==> src/rtl/ifetch_queue_if.sv <==
// Fetch bus bundle between ifetch_queue and instruction memory.
// Master raises re/sel/addr and holds them; slave answers with ack/instr.
interface ifetch_queue_if #(
  parameter int unsigned XLEN = 32
);
  logic              re;
  logic [XLEN/8-1:0] sel;
  logic [XLEN-1:0]   addr;
  logic              ack;
  logic [31:0]       instr;

  modport master (
    output re, sel, addr,
    input  ack, instr
  );

  modport slave (
    input  re, sel, addr,
    output ack, instr
  );
endinterface

==> src/rtl/ifetch_queue.sv <==
// Instruction fetch unit: one-outstanding bus fetcher feeding a small FIFO.
// Optional IFQ_MISALIGN_TRAP_EN traps misaligned redirect targets.
module ifetch_queue #(
  parameter int unsigned     XLEN     = 32,
  parameter int unsigned     DEPTH    = 4,
  parameter logic [XLEN-1:0] RESET_PC = '0
) (
  input  logic            clk,
  input  logic            reset_n,
  ifetch_queue_if.master  bus,
  input  logic            stall,
  input  logic            je,
  input  logic [XLEN-1:0] ja,
  output logic            valid_out,
  output logic [29:0]     instr_out,
  output logic [XLEN-1:0] curr_pc,
  output logic [XLEN-1:0] inc_pc,
  output logic            fault
);

  localparam int AW = (DEPTH > 1) ? $clog2(DEPTH) : 1;
  localparam int CW = AW + 1;

  typedef enum logic [1:0] {
    IDLE = 2'd0,
    REQ  = 2'd1,
    KILL = 2'd2
  } state_e;

  state_e state_q, state_d;

  logic              re_q, re_d;
  logic [XLEN/8-1:0] sel_q, sel_d;
  logic [XLEN-1:0]   addr_q, addr_d;
  logic [XLEN-1:0]   fetch_pc_q, fetch_pc_d;
  logic              epoch_q, epoch_d;
  logic              req_ep_q, req_ep_d;
  logic [AW-1:0]     wr_q, wr_d;
  logic [AW-1:0]     rd_q, rd_d;
  logic [CW-1:0]     cnt_q, cnt_d;

  logic [29:0]     ins_mem [DEPTH];
  logic [XLEN-1:0] pc_mem  [DEPTH];

  logic [XLEN-1:0] ja_al;
  logic [XLEN-1:0] nxt_pc;
  logic            fault_d;
  logic            push;
  logic            pop;
  logic            can_raise;
  logic            raise;
  logic            instr_unused;

  assign ja_al  = {ja[XLEN-1:2], 2'b00};
  assign nxt_pc = je ? ja_al : fetch_pc_q;

`ifdef IFQ_MISALIGN_TRAP_EN
  logic fault_q;
  logic ja_bad;

  // A misaligned target parks the fetcher until an aligned redirect.
  assign ja_bad  = |ja[1:0];
  assign fault_d = je ? ja_bad : fault_q;
  assign fault   = fault_q;

  always_ff @(posedge clk) begin
    if (!reset_n) fault_q <= 1'b0;
    else          fault_q <= fault_d;
  end
`else
  logic ja_unused;

  assign ja_unused = ^ja[1:0];
  assign fault_d   = 1'b0;
  assign fault     = 1'b0;
`endif

  assign instr_unused = ^bus.instr[1:0];

  // Only current-epoch words from a live request are kept.
  assign push = bus.ack && (state_q == REQ)
             && (req_ep_q == epoch_q) && !je;
  assign pop  = valid_out && !stall && !je;

  assign cnt_d = je ? '0
               : cnt_q + CW'(push) - CW'(pop);
  assign wr_d  = je ? '0 : wr_q + AW'(push);
  assign rd_d  = je ? '0 : rd_q + AW'(pop);

  assign can_raise = !fault_d && (cnt_d < CW'(DEPTH));

  assign epoch_d = epoch_q
                 ^ (je && (state_q == REQ) && !bus.ack);

  always_ff @(posedge clk) begin
    if (!reset_n) state_q <= IDLE;
    else          state_q <= state_d;
  end

  always_comb begin
    state_d = state_q;
    unique case (state_q)
      IDLE: begin
        if (can_raise) state_d = REQ;
      end
      REQ: begin
        if (bus.ack)  state_d = can_raise ? REQ : IDLE;
        else if (je)  state_d = KILL;
      end
      KILL: begin
        if (bus.ack) state_d = can_raise ? REQ : IDLE;
      end
      default: state_d = IDLE;
    endcase
  end

  assign raise = (state_d == REQ)
              && ((state_q == IDLE) || bus.ack);

  always_comb begin
    re_d       = re_q;
    sel_d      = sel_q;
    addr_d     = addr_q;
    fetch_pc_d = je ? ja_al : fetch_pc_q;
    req_ep_d   = req_ep_q;
    if (raise) begin
      re_d       = 1'b1;
      sel_d      = '1;
      addr_d     = nxt_pc;
      fetch_pc_d = nxt_pc + XLEN'(4);
      req_ep_d   = epoch_d;
    end else if (state_d == IDLE) begin
      re_d  = 1'b0;
      sel_d = '0;
    end
  end

  always_ff @(posedge clk) begin
    if (!reset_n) begin
      re_q       <= 1'b0;
      sel_q      <= '0;
      addr_q     <= '0;
      fetch_pc_q <= RESET_PC;
      epoch_q    <= 1'b0;
      req_ep_q   <= 1'b0;
      wr_q       <= '0;
      rd_q       <= '0;
      cnt_q      <= '0;
    end else begin
      re_q       <= re_d;
      sel_q      <= sel_d;
      addr_q     <= addr_d;
      fetch_pc_q <= fetch_pc_d;
      epoch_q    <= epoch_d;
      req_ep_q   <= req_ep_d;
      wr_q       <= wr_d;
      rd_q       <= rd_d;
      cnt_q      <= cnt_d;
    end
  end

  always_ff @(posedge clk) begin
    if (push) begin
      ins_mem[wr_q] <= bus.instr[31:2];
      pc_mem[wr_q]  <= addr_q;
    end
  end

  assign bus.re   = re_q;
  assign bus.sel  = sel_q;
  assign bus.addr = addr_q;

  assign valid_out = (cnt_q != '0);
  assign instr_out = ins_mem[rd_q];
  assign curr_pc   = pc_mem[rd_q];
  assign inc_pc    = curr_pc + XLEN'(4);

endmodule

==> src/flat_wrapper.sv <==
// flat-port wrapper written by rule: the top's interface ports become plain ports
module ifetch_queue_flat 
#(
  parameter int unsigned     XLEN     = 32,
  parameter int unsigned     DEPTH    = 4,
  parameter logic [XLEN-1:0] RESET_PC = '0
)
  (clk, reset_n, stall, je, ja, valid_out, instr_out, curr_pc, inc_pc, fault, bus_re, bus_sel, bus_addr, bus_ack, bus_instr);
  ifetch_queue_if #(.XLEN(XLEN)) bus_i ();
  input  logic clk;
  input  logic reset_n;
  input  logic stall;
  input  logic je;
  input  logic [XLEN-1:0] ja;
  output logic valid_out;
  output logic [29:0] instr_out;
  output logic [XLEN-1:0] curr_pc;
  output logic [XLEN-1:0] inc_pc;
  output logic fault;
  output wire logic [$bits(bus_i.re)-1:0] bus_re;
  output wire logic [$bits(bus_i.sel)-1:0] bus_sel;
  output wire logic [$bits(bus_i.addr)-1:0] bus_addr;
  input wire logic [$bits(bus_i.ack)-1:0] bus_ack;
  input wire logic [$bits(bus_i.instr)-1:0] bus_instr;
  assign bus_re = bus_i.re;
  assign bus_sel = bus_i.sel;
  assign bus_addr = bus_i.addr;
  assign bus_i.ack = bus_ack;
  assign bus_i.instr = bus_instr;
  ifetch_queue #(.XLEN(XLEN), .DEPTH(DEPTH), .RESET_PC(RESET_PC)) u_core (.clk(clk), .reset_n(reset_n), .bus(bus_i), .stall(stall), .je(je), .ja(ja), .valid_out(valid_out), .instr_out(instr_out), .curr_pc(curr_pc), .inc_pc(inc_pc), .fault(fault));
endmodule
==> config.mk <==
export PLATFORM = sky130hd
export DESIGN_NAME = ifetch_queue_flat
export DESIGN_NICKNAME = d
export VERILOG_FILES = /design/src/rtl/ifetch_queue_if.sv /design/src/rtl/ifetch_queue.sv /design/src/flat_wrapper.sv
export SDC_FILE = /design/constraint.sdc
export NUM_CORES = 1
export LEC_CHECK = 0
export ABC_CLOCK_PERIOD_IN_PS = 8250
export CAP_MARGIN = 25
export CORE_MARGIN = 2
export CORE_UTILIZATION = 55
export DETAILED_ROUTE_END_ITERATION = 10
export DONT_BUFFER_PORTS = 1
export GPL_TIMING_DRIVEN = 0
export PLACE_DENSITY_LB_ADDON = 0.2
export SLEW_MARGIN = 20
export SYNTH_ARGS = -nofsm -noshare
export SYNTH_HDL_FRONTEND = slang
export SYNTH_SLANG_ARGS = --single-unit
==> constraint.sdc <==
create_clock -name clk -period 8.25 [get_ports clk]
set_clock_uncertainty 0.15 [all_clocks]
set_input_delay 0.825 -clock clk [delete_from_list [all_inputs] [get_ports clk]]
set_output_delay 0.825 -clock clk [all_outputs]
set_load 0.02 [all_outputs]
**Word-level counts from Yosys, hierarchy flattened**

Memories as Yosys holds them, arrays and structs flattened. A register that Yosys moved wholly into a read port is not among the register bits.
Cells that the tools add are included.

- Equal/unequal tests: 4
- Order comparisons: 1
- Bitwise operators: 2
- Multiplexer cells: 17
- Reduce and logical (&&, ||, !) cells: 17
- $add $sub $neg: 6

Operators with widths:

| kind | count |
|---|---|
| adder 32 x 3 -> 32 bit, second input constant | 2 |
| two-way mux 32 bit | 2 |
| two-way mux 2 bit | 6 |
| logical AND 1 bit | 8 |
| two-way mux 4 bit | 2 |
| case mux 2 bit (3 select lines) | 1 |
| two-way mux 1 bit | 5 |
| adder 2 x 1 -> 2 bit | 2 |
| equality test 2 x 1 -> 1 bit, second input constant | 2 |
| zero test 2 bit | 2 |
| adder 3 x 1 -> 3 bit | 1 |
| zero test 1 bit | 3 |
| < comparator 3 bit, second input constant | 1 |
| two-way mux 3 bit | 1 |
| nonzero test 3 bit | 1 |
| subtractor 3 x 1 -> 3 bit | 1 |
| equality test 2 bit, second input constant | 1 |
| nonzero test 2 bit | 1 |
| OR reduction 2 bit | 1 |
| equality test 1 bit | 1 |
| logical OR 1 bit | 1 |
| inverter 1 bit | 1 |
| bitwise XOR 1 bit | 1 |

- Memories: 2
- Bits of input ports: 69
- Output and inout bits: 133
- Register bits: 80
- Logic and storage cells: 59
- RAM bits: 248

Memory list:

| name | words | bits a word | rd ports | clocked after memory_dff | wr ports | RTL line | RTL |
|---|---|---|---|---|---|---|---|
| u_core.pc_mem | 4 | 32 | 1 | 1 | 1 | ifetch_queue.sv:43 | `logic [XLEN-1:0] pc_mem [DEPTH];` |
| u_core.ins_mem | 4 | 30 | 1 | 1 | 1 | ifetch_queue.sv:42 | `logic [29:0] ins_mem [DEPTH];` |

**Depth between registers and ports, before layout**

- Word-level depth: 14
- Gate-level depth with buffers: 16
- Mapped depth without buffers: 11

**Worst setup path before layout**

Ideal clock, no wire load.

- Kind: input to register
- From: in je
- To: mem u_core.ins_mem[0][0], enable pin
- Data required time: 7,529 ps
- Arrival: 6,458 ps
- Stages on the path: 7
- Setup slack: 1,071 ps
- Buffers on the path: 4
- Setup time: 571 ps
- Cells stage by stage: buf_6 buf_6 buf_6 buf_2 nor3b_1 and3_1 nor3b_1

- Word-level cells in the longest chain between the ends: 4

RTL lines:

| item | RTL line | RTL |
|---|---|---|
| start, declared | flat_wrapper.sv:13 | `input logic je;` |
| zero test 1 bit | ifetch_queue.sv:82 | `&& (req_ep_q == epoch_q) && !je;` |
| logical AND 1 bit | ifetch_queue.sv:82 |  |
| two-way mux 1 bit | ifetch_queue.sv:163 | `if (push) begin` |
| two-way mux 1 bit (not written as such) | ifetch_queue.sv:164 | `ins_mem[wr_q] <= bus.instr[31:2];` |
| end, declared | ifetch_queue.sv:42 |  |

Every way passes these cells.

==> summary.md <==
| Metric | Value |
|---|---|
| Status | `finished, final reports clean` |
| Routed WL | `28830 um` |
| I/O pin cnt | `202` |
| Syn nets | `883` |
| MaxCap Viol Count | `0` |
| Final TNS setup | `0 ns` |
| Post-CTS Hold Fix Bufs | `0` |
| Worst path required time | `7.28 ns` |
| Share of post-route cells with drive strength above 1 | `0.1886` |
| Htree depth | `2` |
| Average size of a mapped cell | `16.30 um^2` |
| Crit start category | `flip-flop` |
| Core ar. | `23470 um^2` |
| Placed wire-length estimate | `20160 um` |
| Prevailing post-synth register cell | `edfxtp_1` |
| Yosys synthesis warning count | `0` |
| Largest vdd supply drop | `0.1396 mV` |
| Max Buffers Root-to-Sink | `3` |
| Most frequent cells in the layout | `edfxtp_1, dfxtp_1, nor2_1, mux4_2, clkbuf_16` |
| Die Wd | `158.6 um` |
| Largest net degree at the start of global routing | `45` |
| DIE AREA | `25170 um^2` |
| Leading cell type in the layout, fill and taps excluded | `edfxtp_1` |
| Hold Path Class | `in -> reg` |
| Crit. Startpoint | `u_core.rd_q[1]$_SDFF_PP0_` |
| DIE HEIGHT | `158.6 um` |
| Reg clk slew, reported paths | `0.06 ns` |
| Clock sinks | `324` |
| Synthesized instance count | `807` |
| Detail-routed via count per cell | `6.009` |
| ANT cells | `0` |
| Worst hold margin | `0.2652 ns` |
| Grt ovf | `0` |
| Slew @ Worst Pin | `0.7272 ns` |
| Slew Limit Fails | `0` |
| Routed wl met3 | `2653 um` |
| Met1 WL | `11280 um` |
| DP Cell Count | `1138` |
| Overall routing resource usage | `0.2290` |
| CP arrival | `3.53 ns` |
| Lkg Pwr | `4.983 nW` |
| Setup violations, final | `0` |
| Number of synthesized register bits | `324` |
| Initial DRC count | `552` |
| Initial Utilization | `0.5603` |
| Async set or reset register ratio after synthesis | `0` |
| Worst skew pair latency | `0.50 ns` |
| Final min period | `4.508 ns` |
| Worst r2r src | `u_core.cnt_q[1]$_SDFF_PP0_` |
| Post-CTS Setup Bufs | `0` |
| First-pass GRT wire length | `43100 um` |
| DR WL met2 | `14400 um` |
| Syn-to-layout area delta | `13.15%` |
| DRC | `0` |
| Crit end category | `output port` |
| Fin cells | `1199` |
| Setup ws final | `3.742 ns` |
| Wire length per cell | `24.05 um` |
| Total Power | `3.600 mW` |
| Final net count | `931` |
| Number of global-route vias before repair | `7424` |
| Top layer in use | `met4` |
| DR pass1 iterations | `5` |
| Endpoints failing hold | `0` |
| Syn Std Cell Area | `13150 um^2` |
| Final period util | `0.5464` |
| Number of synthesized flops with an enable pin | `248` |
| RSZ-0062 raised after global routing | `false` |
| Hold_sp | `bus_instr[23]` |
| Slew HR | `0.5152` |
| Setup Crit Path Kind | `reg -> out` |
| CTS tree | `yes` |
| Core Rows | `56` |
| Vias | `7205` |
| Fmax | `221.8 MHz` |
| Initial antenna violation count | `0` |
| Crit-path max FO | `10` |
| Pre-CTS setup slack | `3.279 ns` |
| Post_cts resized | `0` |
| Post-synth cell types | `54` |
| Final Wtd Congestion | `0.9705` |
| Pwr/cell area | `241.9 nW/um^2` |
| Antenna viol nets, final | `0` |
| CTS buffer count | `34` |
| Port Buffers | `0` |
| Root buffer cell | `clkbuf_16` |
| Sequential area share after synthesis | `0.6820` |
[critical path, cell delays in order (launching register included)]
cell and delay [ns]:
dfxtp_1 0.30, buf_2 0.23, buf_2 0.34, mux4_2 0.42
ha_1 0.24, nand3_1 0.21, nor4_4 0.51, nand3_1 0.19
xnor2_1 0.58
[where the power goes]
| group | switching, mW | internal (mW) |
|---|---|---|
| sequential | 0.0665 | 1.81 |
| clock | 0.595 | 0.943 |
| combinational | 0.123 | 0.0651 |
| total | 0.784 | 2.82 |
[cell usage after synthesis, drive strengths merged (3+ instances only)]
master    n  area [um^2]
inv      13        48.80
buf      28        208.9
nor3b     3        22.52
a211oi   32        240.2
mux2i    35        350.3
and2      9        56.30
nand2    30        112.6
dfxtp    76         1521
nor4      9        86.33
nand2b    8        50.05
nand3b    9        80.08
o31a      3        26.28
a21oi     7        35.03
a21o      3        22.52
mux4     62         1396
o31ai     7        52.55
and3      6        37.54
nor3     16        80.08
nand4    12        111.4
o41ai     7        61.31
clkbuf   21        78.83
xnor2    32        280.3
or3       3        18.77
nand3    25        125.1
edfxtp  248         7447
nor2     67        251.5
o21a      4        30.03
ha        6        75.07
xor2      8        70.07
[registers in the layout, indices dropped and copies added, names as in the netlist]
signal	cells
u_core.pc_mem	128
u_core.ins_mem	120
u_core.cnt_q	3
u_core.state_q	2
u_core.wr_q	2
u_core.bus.sel	1
u_core.fetch_pc_q	32
u_core.epoch_q	1
u_core.rd_q	2
u_core.bus.addr	32
u_core.req_ep_q	1
[final timing paths]
check | slack, ns | endpoint | cells after the start
setup / recovery | 3.74 | inc_pc[30] | 8
hold / removal | 0.27 | u_core.ins_mem[1][21]$_DFFE_PP_ | 0
setup reg to reg | 4.33 | u_core.bus.addr[31]$_SDFFE_PN0P_ | 12
hold reg to reg | 0.30 | u_core.fetch_pc_q[0]$_SDFF_PN0_ | 2
[metrics by stage]
step	cell area [um^2]	util
6_report	14880	0.6340
5_1_grt	14880	0.6340
4_1_cts	14880	0.6340
3_5_place_dp	13730	0.5851
3_3_place_gp	13550	0.5773
2_1_floorplan	13150	-
[logic make-up (layout without fill, tap and decap cells)]
| family | after synthesis | after routing | share of synthesized area |
|---|---|---|---|
| xor gates and xnor gates | 41 | 41 | 0.02845 |
| buffers and inverters | 63 | 136 | 0.02588 |
| adders and majority gates | 7 | 7 | 0.007230 |
| AOI/OAI and AO/OA | 69 | 69 | 0.03986 |
| muxes | 98 | 98 | 0.1337 |
| other | 1 | 1 | 0.0002851 |
| and+or+nand+nor | 204 | 204 | 0.08268 |
| DFF | 324 | 324 | 0.6820 |
[layer usage]
metal	global-route usage	vias to the layer above
li1	-	3248
met1	0.2799	3640
met2	0.3944	275
met3	0.07621	42
met4	0.05749	0
met5	0	-
[area by class of cell]
class / count / area, um^2
Multi-Input combinational cell: 420 / 3864
Sequential cell: 324 / 8969
Inverter: 14 / 52.55
Fill cell: 1654 / 8592
Clock buffer: 44 / 952.2
Tap cell: 319 / 399.1
Buffer: 49 / 287.8
Timing Repair Buffer: 12 / 162.7
Clock inverter: 17 / 193.9
(Power assumes the default switching activity.)
